### src/rtl/branch_rs_scheduler.sv
// branch_rs_scheduler: reservation station and oldest-ready issue scheduler
// for the single branch/jump unit. Operands wake up by snooping the CDB.
// Optional feature macro: BRS_FASTPATH_EN. When it is defined, a dispatch with
// both operands ready goes straight to the issue register when the station has
// no candidate.
module branch_rs_scheduler #(
   parameter int WIDTH   = 31,
   parameter int C_WIDTH = 7,
   parameter int DEPTH   = 4,
   parameter int TAG_W   = 3
) (
   input  logic                    clk,
   input  logic                    rst_n,
   input  logic                    flush,
   input  logic                    disp_valid,
   output logic                    disp_ready,
   input  logic [WIDTH:0]          disp_src1,
   input  logic [WIDTH:0]          disp_src2,
   input  logic                    disp_src1_rdy,
   input  logic                    disp_src2_rdy,
   input  logic [TAG_W:0]          disp_src1_tag,
   input  logic [TAG_W:0]          disp_src2_tag,
   input  logic [C_WIDTH:0]        disp_ctrl,
   input  logic [WIDTH:0]          disp_pred_pc,
   input  logic [WIDTH:0]          disp_target,
   input  logic [TAG_W:0]          disp_rob_tag,
   input  logic                    cdb_valid,
   input  logic [TAG_W:0]          cdb_tag,
   input  logic [WIDTH:0]          cdb_data,
   output logic                    iss_valid,
   input  logic                    iss_ready,
   output logic [WIDTH:0]          iss_src1,
   output logic [WIDTH:0]          iss_src2,
   output logic [WIDTH:0]          iss_pred_pc,
   output logic [WIDTH:0]          iss_target,
   output logic [C_WIDTH:0]        iss_ctrl,
   output logic [TAG_W:0]          iss_rob_tag,
   output logic [$clog2(DEPTH):0]  occupancy
);
   localparam int OCC_W = $clog2(DEPTH) + 1;

   // Station entries; age_q[i][j]=1 means entry j is older than entry i.
   logic [DEPTH-1:0] valid_q, s1_rdy_q, s2_rdy_q;
   logic [DEPTH-1:0] age_q [DEPTH];
   logic [WIDTH:0]   src1_q [DEPTH];
   logic [WIDTH:0]   src2_q [DEPTH];
   logic [WIDTH:0]   pc_q   [DEPTH];
   logic [WIDTH:0]   tgt_q  [DEPTH];
   logic [TAG_W:0]   tag1_q [DEPTH];
   logic [TAG_W:0]   tag2_q [DEPTH];
   logic [TAG_W:0]   rob_q  [DEPTH];
   logic [C_WIDTH:0] ctrl_q [DEPTH];

   logic [OCC_W-1:0] occupancy_q, occupancy_d;
   logic             iss_valid_q, iss_valid_d;
   logic [WIDTH:0]   iss_src1_q, iss_src1_d, iss_src2_q, iss_src2_d;
   logic [WIDTH:0]   iss_pc_q, iss_pc_d, iss_tgt_q, iss_tgt_d;
   logic [C_WIDTH:0] iss_ctrl_q, iss_ctrl_d;
   logic [TAG_W:0]   iss_rob_q, iss_rob_d;

   logic             cap1_s, cap2_s, d1_rdy_s, d2_rdy_s;
   logic [WIDTH:0]   d1_val_s, d2_val_s;
   logic             disp_fire_s, fast_s, alloc_s, iss_open_s, issue_load_s, any_cand_s;
   logic [DEPTH-1:0] cand_s, free_s, alloc_oh_s, sel_oh_s;
   logic [WIDTH:0]   sel_src1_s, sel_src2_s, sel_pc_s, sel_tgt_s;
   logic [C_WIDTH:0] sel_ctrl_s;
   logic [TAG_W:0]   sel_rob_s;

   // Full is judged on registered occupancy only, so a same-edge issue does not reopen it.
   assign disp_ready   = (occupancy_q != OCC_W'(DEPTH));
   assign cap1_s       = !disp_src1_rdy && cdb_valid && (cdb_tag == disp_src1_tag);
   assign cap2_s       = !disp_src2_rdy && cdb_valid && (cdb_tag == disp_src2_tag);
   assign d1_rdy_s     = disp_src1_rdy | cap1_s;
   assign d2_rdy_s     = disp_src2_rdy | cap2_s;
   assign d1_val_s     = cap1_s ? cdb_data : disp_src1;
   assign d2_val_s     = cap2_s ? cdb_data : disp_src2;
   assign disp_fire_s  = disp_valid & disp_ready & ~flush;
   assign cand_s       = valid_q & s1_rdy_q & s2_rdy_q;
   assign any_cand_s   = |cand_s;
   assign iss_open_s   = ~iss_valid_q | iss_ready;
   assign issue_load_s = iss_open_s & any_cand_s & ~flush;
`ifdef BRS_FASTPATH_EN
   assign fast_s       = disp_fire_s & d1_rdy_s & d2_rdy_s & iss_open_s & ~any_cand_s;
`else
   assign fast_s       = 1'b0;
`endif
   assign alloc_s      = disp_fire_s & ~fast_s;
   assign free_s       = ~valid_q;
   assign alloc_oh_s   = alloc_s ? (free_s & (~free_s + {{(DEPTH-1){1'b0}}, 1'b1}))
                                 : {DEPTH{1'b0}};

   // Oldest-ready select: a candidate wins when no older entry is also a candidate.
   always_comb begin
      sel_oh_s   = {DEPTH{1'b0}};
      sel_src1_s = {(WIDTH+1){1'b0}};
      sel_src2_s = {(WIDTH+1){1'b0}};
      sel_pc_s   = {(WIDTH+1){1'b0}};
      sel_tgt_s  = {(WIDTH+1){1'b0}};
      sel_ctrl_s = {(C_WIDTH+1){1'b0}};
      sel_rob_s  = {(TAG_W+1){1'b0}};
      for (int i = 0; i < DEPTH; i++) begin
         sel_oh_s[i] = cand_s[i] & ((cand_s & age_q[i]) == {DEPTH{1'b0}});
         sel_src1_s  = sel_src1_s | ({(WIDTH+1){sel_oh_s[i]}} & src1_q[i]);
         sel_src2_s  = sel_src2_s | ({(WIDTH+1){sel_oh_s[i]}} & src2_q[i]);
         sel_pc_s    = sel_pc_s   | ({(WIDTH+1){sel_oh_s[i]}} & pc_q[i]);
         sel_tgt_s   = sel_tgt_s  | ({(WIDTH+1){sel_oh_s[i]}} & tgt_q[i]);
         sel_ctrl_s  = sel_ctrl_s | ({(C_WIDTH+1){sel_oh_s[i]}} & ctrl_q[i]);
         sel_rob_s   = sel_rob_s  | ({(TAG_W+1){sel_oh_s[i]}} & rob_q[i]);
      end
   end

   // Issue-stage and occupancy next state; flush overrides every load.
   always_comb begin
      iss_valid_d = iss_valid_q;
      iss_src1_d  = iss_src1_q;
      iss_src2_d  = iss_src2_q;
      iss_pc_d    = iss_pc_q;
      iss_tgt_d   = iss_tgt_q;
      iss_ctrl_d  = iss_ctrl_q;
      iss_rob_d   = iss_rob_q;
      occupancy_d = occupancy_q;
      if (flush) begin
         iss_valid_d = 1'b0;
         occupancy_d = {OCC_W{1'b0}};
      end else begin
         if (issue_load_s) begin
            iss_valid_d = 1'b1;
            iss_src1_d  = sel_src1_s;
            iss_src2_d  = sel_src2_s;
            iss_pc_d    = sel_pc_s;
            iss_tgt_d   = sel_tgt_s;
            iss_ctrl_d  = sel_ctrl_s;
            iss_rob_d   = sel_rob_s;
         end else if (fast_s) begin
            iss_valid_d = 1'b1;
            iss_src1_d  = d1_val_s;
            iss_src2_d  = d2_val_s;
            iss_pc_d    = disp_pred_pc;
            iss_tgt_d   = disp_target;
            iss_ctrl_d  = disp_ctrl;
            iss_rob_d   = disp_rob_tag;
         end else if (iss_ready) begin
            iss_valid_d = 1'b0;
         end else begin
            iss_valid_d = iss_valid_q;
         end
         case ({alloc_s, issue_load_s})
            2'b10:   occupancy_d = occupancy_q + {{(OCC_W-1){1'b0}}, 1'b1};
            2'b01:   occupancy_d = occupancy_q - {{(OCC_W-1){1'b0}}, 1'b1};
            default: occupancy_d = occupancy_q;
         endcase
      end
   end

   // Entry allocation, CDB wake-up, freeing on issue and age-matrix upkeep.
   always_ff @(posedge clk or negedge rst_n) begin
      if (!rst_n) begin
         valid_q  <= {DEPTH{1'b0}};
         s1_rdy_q <= {DEPTH{1'b0}};
         s2_rdy_q <= {DEPTH{1'b0}};
         for (int i = 0; i < DEPTH; i++) begin
            age_q[i]  <= {DEPTH{1'b0}};
            src1_q[i] <= {(WIDTH+1){1'b0}};
            src2_q[i] <= {(WIDTH+1){1'b0}};
            pc_q[i]   <= {(WIDTH+1){1'b0}};
            tgt_q[i]  <= {(WIDTH+1){1'b0}};
            tag1_q[i] <= {(TAG_W+1){1'b0}};
            tag2_q[i] <= {(TAG_W+1){1'b0}};
            rob_q[i]  <= {(TAG_W+1){1'b0}};
            ctrl_q[i] <= {(C_WIDTH+1){1'b0}};
         end
      end else if (flush) begin
         valid_q <= {DEPTH{1'b0}};
         for (int i = 0; i < DEPTH; i++) begin
            age_q[i] <= {DEPTH{1'b0}};
         end
      end else begin
         for (int i = 0; i < DEPTH; i++) begin
            if (alloc_oh_s[i]) begin
               valid_q[i]  <= 1'b1;
               age_q[i]    <= valid_q;
               s1_rdy_q[i] <= d1_rdy_s;
               s2_rdy_q[i] <= d2_rdy_s;
               src1_q[i]   <= d1_val_s;
               src2_q[i]   <= d2_val_s;
               tag1_q[i]   <= disp_src1_tag;
               tag2_q[i]   <= disp_src2_tag;
               pc_q[i]     <= disp_pred_pc;
               tgt_q[i]    <= disp_target;
               rob_q[i]    <= disp_rob_tag;
               ctrl_q[i]   <= disp_ctrl;
            end else begin
               // A new entry is never older than an existing one.
               age_q[i] <= age_q[i] & ~alloc_oh_s;
               if (issue_load_s && sel_oh_s[i]) begin
                  valid_q[i] <= 1'b0;
               end else begin
                  valid_q[i] <= valid_q[i];
               end
               if (valid_q[i] && !s1_rdy_q[i] && cdb_valid && (cdb_tag == tag1_q[i])) begin
                  s1_rdy_q[i] <= 1'b1;
                  src1_q[i]   <= cdb_data;
               end else begin
                  s1_rdy_q[i] <= s1_rdy_q[i];
               end
               if (valid_q[i] && !s2_rdy_q[i] && cdb_valid && (cdb_tag == tag2_q[i])) begin
                  s2_rdy_q[i] <= 1'b1;
                  src2_q[i]   <= cdb_data;
               end else begin
                  s2_rdy_q[i] <= s2_rdy_q[i];
               end
            end
         end
      end
   end

   // Issue register and occupancy counter.
   always_ff @(posedge clk or negedge rst_n) begin
      if (!rst_n) begin
         iss_valid_q <= 1'b0;
         iss_src1_q  <= {(WIDTH+1){1'b0}};
         iss_src2_q  <= {(WIDTH+1){1'b0}};
         iss_pc_q    <= {(WIDTH+1){1'b0}};
         iss_tgt_q   <= {(WIDTH+1){1'b0}};
         iss_ctrl_q  <= {(C_WIDTH+1){1'b0}};
         iss_rob_q   <= {(TAG_W+1){1'b0}};
         occupancy_q <= {OCC_W{1'b0}};
      end else begin
         iss_valid_q <= iss_valid_d;
         iss_src1_q  <= iss_src1_d;
         iss_src2_q  <= iss_src2_d;
         iss_pc_q    <= iss_pc_d;
         iss_tgt_q   <= iss_tgt_d;
         iss_ctrl_q  <= iss_ctrl_d;
         iss_rob_q   <= iss_rob_d;
         occupancy_q <= occupancy_d;
      end
   end

   assign iss_valid   = iss_valid_q;
   assign iss_src1    = iss_src1_q;
   assign iss_src2    = iss_src2_q;
   assign iss_pred_pc = iss_pc_q;
   assign iss_target  = iss_tgt_q;
   assign iss_ctrl    = iss_ctrl_q;
   assign iss_rob_tag = iss_rob_q;
   assign occupancy   = occupancy_q;
endmodule

### config.mk
export PLATFORM = sky130hd
export DESIGN_NAME = branch_rs_scheduler
export DESIGN_NICKNAME = d
export VERILOG_FILES = /design/src/rtl/branch_rs_scheduler.sv
export SDC_FILE = /design/constraint.sdc
export NUM_CORES = 2
export LEC_CHECK = 0
export CORE_ASPECT_RATIO = 1.4
export CORE_UTILIZATION = 25
export DETAILED_ROUTE_END_ITERATION = 12
export PLACE_DENSITY_LB_ADDON = 0.3
export REMOVE_ABC_BUFFERS = 1
export SLEW_MARGIN = 15
export SYNTH_ARGS = -nofsm -noshare
export SYNTH_HDL_FRONTEND = slang
export SYNTH_SLANG_ARGS = --single-unit
### constraint.sdc
create_clock -name clk -period 3.2 [get_ports clk]
set_input_delay 0.32 -clock clk [delete_from_list [all_inputs] [get_ports clk]]
set_output_delay 0.32 -clock clk [all_outputs]
set_load 0.05 [all_outputs]
==> run_results.csv <==
group,metric,value,unit
route,drtIter0Drc,2411,
logic_synthesis,synth_cell_types,47,
worst_hold_path,hold_class,"in -> reg",
setup_path,r2r_cells,6,
route,drc,0,
floorplan,start_util,25.3,%
cells_and_area,final_cell_mix,"nand2_1, dfrtp_1, clkdlybuf4s50_1",
setup_path,ff2ff_setup_slack,390,ps
route,wl_per_cell,21.8,um
logic_synthesis,synthCells,3223,
logic_synthesis,ys_seq_area_share,57.6,%
setup_path,reg2reg_from,"s2_rdy_q[3]",
clock_network,htreeDepth,3,
sta,fin_crit,2930,ps
logic_synthesis,synthTopCellsByArea,"dfrtp_1, nand2_1, a221o_1",
sta,slew_headroom,27.1,%
place,placed_cell_area,0.0392,sq mm
floorplan,die_w,310,um
cells_and_area,layout-drive-gt1-share,11.4,%
sta,setup_viol,0,
place,post-dp-hpwl,73.0,mm
route,routed_wl,116,mm
setup_path,cp.arrival,2610,ps
route,postRouteAntennaNets,0,
logic_synthesis,yosys_warnings,0,
sta,tns,0,ps
clock_network,clk_latency,700,ps
logic_synthesis,ys_ff_latch,764,
clock_network,cts_tree,"yes",
cells_and_area,layout_commonest_cell,"nand2_1",
route,vias,26400,
floorplan,dieHeight,433,um
cells_and_area,utilization,32.2,%
sta,tightest_slew,1090,ps
sta,max_freq,0.341,GHz
job,cap_violations,0,
floorplan,die_area,0.134,sq mm
place,numPortBuffers,336,
sta,whs,238,ps
worst_hold_path,worstHoldPathCells,3,
place,gp_congestion,0.770,
clock_network,cts_resized,0,
setup_path,path_class,"reg -> out",
cells_and_area,area_delta_synth_final,27.2,%
cells_and_area,fin_area,0.0422,sq mm
power,power_density,713,mW/mm^2
clock_network,cts.clk_slew.worst_paths,60,ps
global_routing,grt_antenna_before_repair,15,
sta,skew,27.7,ps
setup_path,crit_start,"occupancy[0]",
logic_synthesis,synth_top_area_share,57.6,%
route,drt-vias-per-instance,4.93,
logic_synthesis,synth_enable_flop_cells,0,
floorplan,core-area,0.131,sq mm
setup_path,end_kind,"primary output",
cells_and_area,final_cells,5343,
logic_synthesis,synth_ff_type,"dfrtp_1",
global_routing,grt_pass1_wl,176,mm
logic_synthesis,synth_top_area_cell,"dfrtp_1",
setup_path,start_kind,"flop",
route,dr.pass1.iters,8,
global_routing,grt.overflow.total,0,
global_routing,track_usage,17.3,%
sta,finalMaxSlewViolations,0,
global_routing,grt_start_max_net_pins,107,
sta,rsz0062_at_grt,"no",
power,p_leak,0.0193,uW
setup_path,r2r_end,"iss_src2[27]",
clock_network,cts-buffers-inserted,87,
clock_network,clockBufferDepth,3,
cells_and_area,nNetsFinal,3715,
clock_network,cts_root_buf,"clkbuf_16",
clock_network,clock_sinks,764,
floorplan,rows,157,
logic_synthesis,synth_area,0.0332,sq mm
sta,hold_viol_final,0,
setup_path,required,2880,ps
setup_path,path_max_fanout,10,
setup_path,crit_path_end,"disp_ready",
floorplan,num_io_pins,337,
global_routing,grt_pass1_vias,27100,
outcome,outcome,"complete, no violations",
power,ir_worst_vdd,431,uV
sta,finalCritPeriodShare,91.7,%
logic_synthesis,synth-async-reset-ratio,100,%
logic_synthesis,avgSynthCellArea,10.3,sq um
place,placedCellCount,5181,
==> sequential cells by signal, summed over array words and instances (netlist names), 16 cells and up <==
name	flops
iss_src1	32
tag1_q	16
tag2_q	16
iss_target	32
age_q	16
iss_pred_pc	32
src2_q	128
tgt_q	128
pc_q	128
ctrl_q	32
iss_src2	32
rob_q	16
src1_q	128
==> cell families (layout without fill, tap and decap cells) <==
family / count (synthesis) / count (layout) / synth area share (%)
and+or+nand+nor: 1193 / 1193 / 15.4
muxes: 80 / 80 / 2.71
AOI/OAI and AO/OA: 754 / 754 / 18.7
xor gates and xnor gates: 35 / 35 / 0.924
buffers and inverters: 396 / 765 / 4.59
DFF: 764 / 764 / 57.6
other: 0 / 2 / 0
adders and majority gates: 1 / 1 / 0.0603
==> cell type report <==
class / instances / area, sq um
Fill cell: 13600 / 89000
Sequential cell: 764 / 19100
Multi-Input combinational cell: 2063 / 12700
Timing Repair Buffer: 466 / 4720
Clock buffer: 129 / 2650
Tap cell: 1749 / 2190
Inverter: 140 / 526
Clock inverter: 30 / 292
Antenna cell: 2 / 5.00
==> per-stage QoR <==
step | power, uW | setup WS (ps)
floorplan | 17100 | -3850
global placement | 19800 | 116
detailed placement | 19900 | 125
CTS | 30500 | 193
global route | 31500 | 131
finish | 30100 | 265
==> metal layers <==
metal	vias to the layer above	wire, um	part of all wire (%)	global-route usage, %
met5	-	133	0.11	0
met4	20	2500	2.1	5.31
met3	169	8310	7.1	3.97
met2	889	56000	48	28.8
met1	13300	49600	43	22.1
li1	12000	-	-	-
==> cells in the mapped netlist, drive strengths merged (10+ instances only) <==
cell type / n
and3: 10
nor2: 15
inv: 140
a221o: 128
nand2: 940
a222oi: 66
clkbuf: 204
a22oi: 38
mux2: 78
nand2b: 35
a22o: 140
a221oi: 140
nand4: 19
and2: 136
o31ai: 33
o221a: 32
buf: 52
o21ai: 156
xnor2: 35
nor2b: 10
dfrtp: 764
==> power by group <==
| part | switching [uW] | total [uW] | internal [uW] |
|---|---|---|---|
| logic | 4070 | 6730 | 2660 |
| registers | 1250 | 13000 | 11800 |
| clock network | 4280 | 10300 | 6050 |
| total | 9590 | 30100 | 20500 |
==> critical path, stage by stage (launching register included) <==
cell and delay (ps):
dfrtp_1 450, or3b_2 640, clkdlybuf4s50_1 830
==> repair_timing <==
action | CTS | global route
setup buffers | 0 | 0
hold buffers | 1 | 0
endpoints found under the hold margin | 52 | 0
==> worst min-delay path by stage <==
stage | start | endpoint
after CTS | disp_target[2] | tgt_q[34]
final | disp_target[8] | tgt_q[40]
after global placement | rst_n | src1_q[65]
after detailed placement | rst_n | src1_q[65]
after floorplan | rst_n | age_q[0]
after global routing | disp_target[1] | tgt_q[1]
Power figures use the tool's default switching activity.
